[src/rtl/power_log.sv]
// Integer logarithm: finds B with A**B == C by repeated multiplication of an accumulator.
// Latency: done at capture edge + 2 + k for C == A**k; + 3 + floor(log_A C) otherwise; operand errors at edge 1.
// Backpressure: none; start is only accepted in IDLE and ignored while busy.
//
// Ports:
//   clk      rising-edge clock
//   reset    asynchronous active-high reset
//   start    request, accepted only while idle
//   A        base (4 bits), captured with start
//   C        value to decompose (16 bits), captured with start
//   B        exponent result, held until the next result update
//   done     one-cycle completion pulse
//   erroren  result invalid (base < 2, C == 0, or C not an exact power)
//   inexact  floor result returned (only with LOG_FLOOR_EN, else tied 0)
//   busy     operation in progress
//
// Build option: define LOG_FLOOR_EN to return floor(log_A C) with inexact=1
// for non-power inputs instead of flagging an error.
module power_log (
  input  logic        clk,
  input  logic        reset,
  input  logic        start,
  input  logic [3:0]  A,
  input  logic [15:0] C,
  output logic [3:0]  B,
  output logic        done,
  output logic        erroren,
  output logic        inexact,
  output logic        busy
);

  typedef enum logic [1:0] {
    IDLE  = 2'd0,
    CHECK = 2'd1,
    RUN   = 2'd2,
    DONE  = 2'd3
  } state_t;

  state_t state, state_nxt;

  // Operands captured at acceptance; later input changes are ignored.
  logic [3:0]  a_q;
  logic [15:0] c_q;

  // acc holds A**exp_cnt. It only multiplies while acc < C <= 65535, and
  // A <= 15, so 20 bits always hold the product without wrapping.
  logic [19:0] acc;
  logic [3:0]  exp_cnt;

  logic chk_err;
  logic chk_one;
  logic run_hit;
  logic run_over;

  assign chk_err  = (a_q < 4'd2) || (c_q == 16'd0);
  assign chk_one  = (c_q == 16'd1);
  assign run_hit  = (acc == {4'd0, c_q});
  assign run_over = (acc >  {4'd0, c_q});

  // Status outputs decode straight from the state register so that reset
  // clears them immediately.
  assign done = (state == DONE);
  assign busy = (state == CHECK) || (state == RUN);

`ifdef LOG_FLOOR_EN
  logic inexact_q;
  assign inexact = inexact_q;
`else
  assign inexact = 1'b0;
`endif

  // State register.
  always_ff @(posedge clk or posedge reset) begin
    if (reset) begin
      state <= IDLE;
    end else begin
      state <= state_nxt;
    end
  end

  // Next-state logic.
  always_comb begin
    state_nxt = state;
    case (state)
      IDLE: begin
        if (start) begin
          state_nxt = CHECK;
        end
      end
      CHECK: begin
        if (chk_err || chk_one) begin
          state_nxt = DONE;
        end else begin
          state_nxt = RUN;
        end
      end
      RUN: begin
        if (run_hit || run_over) begin
          state_nxt = DONE;
        end
      end
      DONE: begin
        state_nxt = IDLE;
      end
      default: begin
        state_nxt = IDLE;
      end
    endcase
  end

  // Datapath and result registers.
  always_ff @(posedge clk or posedge reset) begin
    if (reset) begin
      a_q       <= 4'd0;
      c_q       <= 16'd0;
      acc       <= 20'd0;
      exp_cnt   <= 4'd0;
      B         <= 4'd0;
      erroren   <= 1'b0;
`ifdef LOG_FLOOR_EN
      inexact_q <= 1'b0;
`endif
    end else begin
      case (state)
        IDLE: begin
          if (start) begin
            a_q     <= A;
            c_q     <= C;
            erroren <= 1'b0;
`ifdef LOG_FLOOR_EN
            inexact_q <= 1'b0;
`endif
          end
        end
        CHECK: begin
          if (chk_err) begin
            erroren <= 1'b1;
            B       <= 4'd0;
          end else if (chk_one) begin
            erroren <= 1'b0;
            B       <= 4'd0;
          end else begin
            acc     <= 20'd1;
            exp_cnt <= 4'd0;
          end
        end
        RUN: begin
          if (run_hit) begin
            B <= exp_cnt;
          end else if (run_over) begin
`ifdef LOG_FLOOR_EN
            // exp_cnt has stepped one past the floor. For A=2 and
            // C > 32768 it has wrapped 16 -> 0, and the 4-bit subtract
            // still yields 15.
            B         <= exp_cnt - 4'd1;
            inexact_q <= 1'b1;
            erroren   <= 1'b0;
`else
            B         <= 4'd0;
            erroren   <= 1'b1;
`endif
          end else begin
            acc     <= acc * {16'd0, a_q};
            exp_cnt <= exp_cnt + 4'd1;
          end
        end
        default: begin
        end
      endcase
    end
  end

endmodule

[config.mk]
export PLATFORM = sky130hd
export DESIGN_NAME = power_log
export DESIGN_NICKNAME = d
export VERILOG_FILES = /design/src/rtl/power_log.sv
export SDC_FILE = /design/constraint.sdc
export NUM_CORES = 1
export LEC_CHECK = 0
export ABC_AREA = 0
export CORE_MARGIN = 8
export CORE_UTILIZATION = 45
export DETAILED_ROUTE_END_ITERATION = 8
export GPL_TIMING_DRIVEN = 0
export PLACE_DENSITY = 0.69
export SLEW_MARGIN = 10
export SYNTH_ARGS = -nofsm -noshare
export SYNTH_HDL_FRONTEND = slang
export SYNTH_SLANG_ARGS = --single-unit
[constraint.sdc]
create_clock -name clk -period 3.7 [get_ports clk]
set_input_delay 1.11 -clock clk [delete_from_list [all_inputs] [get_ports clk]]
set_output_delay 1.11 -clock clk [all_outputs]
set_load 0.05 [all_outputs]
==> impl_metrics.toml <==
[timing]
finalCriticalPeriod_ns = 3.82
hold_slack_ns = 0.527
tightest_slew_ns = 0.916
post-route-period-util_pct = 103
slew_headroom_pct = 38.5
skew_ns = 0.00899
hold_viol_final = 0
drv_slew = 0
rsz0062_at_grt = "yes"
setup_viol = 3
finalWorstSetupSlack_ns = -0.116
fmax_ghz = 0.262

[finish]
antenna_cells = 0
nets = 684
final_util_pct = 54.7
final_layout_size_suffix_gt1_share_pct = 18.1
finalInstanceArea_um2 = 5860
area_delta_synth_final_pct = 20.4
nFillCells = 954

[global_route]
grt_pass1_wl_um = 19800
grt.total_usage_pct = 16.7
grt_util_met3_pct = 1.97
top_usage_layer = "met2"
gr-total-overflow = 0
antenna_found_initial = 0
grt_max_degree = 29
grt_pass1_vias = 4052
grtUsageMet1_pct = 22.2
met2_usage_pct = 28.4

[critical_path]
end_kind = "flip-flop"
crit_path_max_fanout = 6
r2r_start = "a_q[3]"
critPathCapture = "acc[13]"
worst-r2r-cell-count = 14
critical_path_class = "flip-flop to flip-flop"
startpoint = "a_q[3]"
worstPathRequired_ns = 3.90
cp.arrival_ns = 4.01
ff2ff_setup_slack_ns = -0.12
r2r_end = "acc[13]"
cp-start-kind = "flip-flop"

[yosys]
yosysTopAreaCell = "dfrtp_1"
synth.area.top_cells = "dfrtp_1 26%, fa_1 14%, ha_1 11%"
synth_edf_count = 0
syn-num-nets = 632
netlist_area_um2 = 4860
synth_top_flop_cell = "dfrtp_1"
synth_compound_area_share_pct = 13.0
yosysSeqAreaShare_pct = 26.2
synth_top_family_by_area = "adder cells"
syn_inst = 534
synth_xor_xnor_area_share_pct = 3.24
syn_area_per_cell_um2 = 9.11
ys_warn_count = 0
synth.top_cell.area_share_pct = 26.2
muxShareOfSynthArea_pct = 6.79
yosys.area_share.simple_pct = 17.8
ys_types = 53
synth_fa_ha_area_share_pct = 24.4
ys_async_sr_fraction_pct = 100
ys_seq_elements = 51

[power_and_ir_drop]
irDropWorstVdd_mv = 0.401
power.density_nw_per_um2 = 580
leakagePower_nw = 2.76

[outcome]
outcome = "complete, but fails checks"
violations = "negative setup slack"

[clocking]
numCtsBuffers = 5
postCtsHoldBufs = 0
clock_sinks = 51
clockBufferDepth = 2
h-tree-depth = 2
cts.clk_slew.worst_paths_ns = 0.09
cts-root-buf = "clkbuf_8"
clock_latency_ns = 0.30
tritoncts = "yes"

[detailed_routing]
ant_nets = 0
wirelength_um = 11400
drc = 0
drt_iter0_drc = 134
firstDrtPassIters = 4
routedWlPerCell_um = 15.7
avgViaCountPerCell = 5.29
num_vias = 3848

[min_path]
min_path_type = "flip-flop to flip-flop"

[place]
placed_area_um2 = 5400
gp_congestion = 0.810
portBuffers = 29
hpwl_um = 8930

[floorplanning]
design.core.area_um2 = 10700
num_io_pins = 31
die_h_um = 120
dieArea_um2 = 14400
floorplan.rows = 38
initial_utilization_pct = 45.5
die_w_um = 120

[flow_run]
drv_cap = 0
## power by group
part           switching [mW]  internal (mW)
Sequential              0.220          0.737
Clock                   0.185          0.132
Combinational            1.19          0.930
Total                    1.60           1.80
## what timing repair did
action	CTS	global route
gates cloned	0	0
resized for setup	28	25
setup buffers	13	4
pin swaps	22	7
setup endpoints to repair	12	9
## cells by family after synthesis
family / Yosys count
other cells: 1
simple gates: 164
flops: 51
compound gates: 91
mux: 30
fa+ha+maj: 75
buf+inv: 104
xor+xnor: 18
## area by class of cell
class | count | area [µm²] | area share [%]
inverters | 86 | 323 | 5.51
repair buffers | 47 | 442 | 7.54
flip-flops and latches | 51 | 1280 | 21.8
plain buffers | 16 | 123 | 2.09
clock buffers | 5 | 68.8 | 1.17
well taps | 140 | 175 | 2.99
clock inverters | 3 | 20.0 | 0.342
multi-input cells | 379 | 3430 | 58.5
## how the worst min path moves through the flow
stage / start / endpoint / slack (ns) / depth (start not counted)
6_report: B[2] / B[2] / 0.53 / 2
5_1_grt: B[0] / B[0] / 0.54 / 2
4_1_cts: B[3] / B[3] / 0.53 / 2
3_5_place_dp: B[3] / B[3] / 0.51 / 2
3_3_place_gp: B[2] / B[2] / 0.51 / 2
2_1_floorplan: acc[19] / acc[19] / 0.50 / 1
## state kept, by name, indices dropped and copies added (netlist names)
signal and flops:
acc 20, c_q 16, B 4, a_q 4
exp_cnt 4, state 2, erroren 1
## placed cells by master, fill, tap and decap left out, types with 5 or more instances in the layout
master,count
nand2b_1,6
fa_1,32
clkbuf_8,8
inv_1,81
buf_4,17
a22o_1,5
nor4_1,5
a21oi_1,14
dfrtp_1,49
a21o_1,9
inv_2,5
clkdlybuf4s50_1,29
o21ai_0,22
mux2_2,23
o31ai_2,5
clkbuf_1,7
and2_1,46
ha_4,6
xnor2_1,11
mux2i_1,6
nand2_1,56
nor3_1,6
nor2_1,10
ha_1,35
nand4_1,6
nand3_1,6
xor2_1,6
## routing by layer
metal | vias to the layer above | part of all wire [%]
li1 | 1866 | -
met1 | 1924 | 46
met2 | 47 | 50
met3 | 11 | 2.3
met4 | 0 | 1.2
met5 | - | 0
## cells in the mapped netlist, drive strengths merged, types with 9 or more instances
cell	number
inv	86
ha	42
dfrtp	51
mux2	24
nor2	10
xnor2	12
and2	49
a21o	9
nand2	56
o21ai	25
clkbuf	14
a21oi	18
o31ai	9
nor3	10
fa	33
## critical path, cell delays in order (launching register included)
cell,delay [ns]
dfrtp_2,0.46
clkbuf_8,0.16
and2_1,0.15
fa_1,0.53
inv_1,0.05
fa_1,0.51
inv_2,0.05
ha_4,0.22
a21o_1,0.19
o21bai_4,0.19
o311a_4,0.35
o31a_1,0.33
nor3_2,0.19
nor3b_4,0.08
mux2_4,0.27
## through the flow
| stage | power, mW | worst slack (ns) | TNS (ns) | std cells |
|---|---|---|---|---|
| floorplan | 2.28 | 0.00862 | 0 | 534 |
| global placement | 2.75 | -0.619 | -4.44 | 703 |
| detailed placement | 2.81 | -0.687 | -5.30 | 704 |
| CTS | 3.32 | -0.0883 | -0.165 | 724 |
| global route | 3.69 | -0.201 | -0.664 | 727 |
| finish | 3.40 | -0.116 | -0.152 | 727 |
Note: power is estimated with default switching activity, not from simulation.
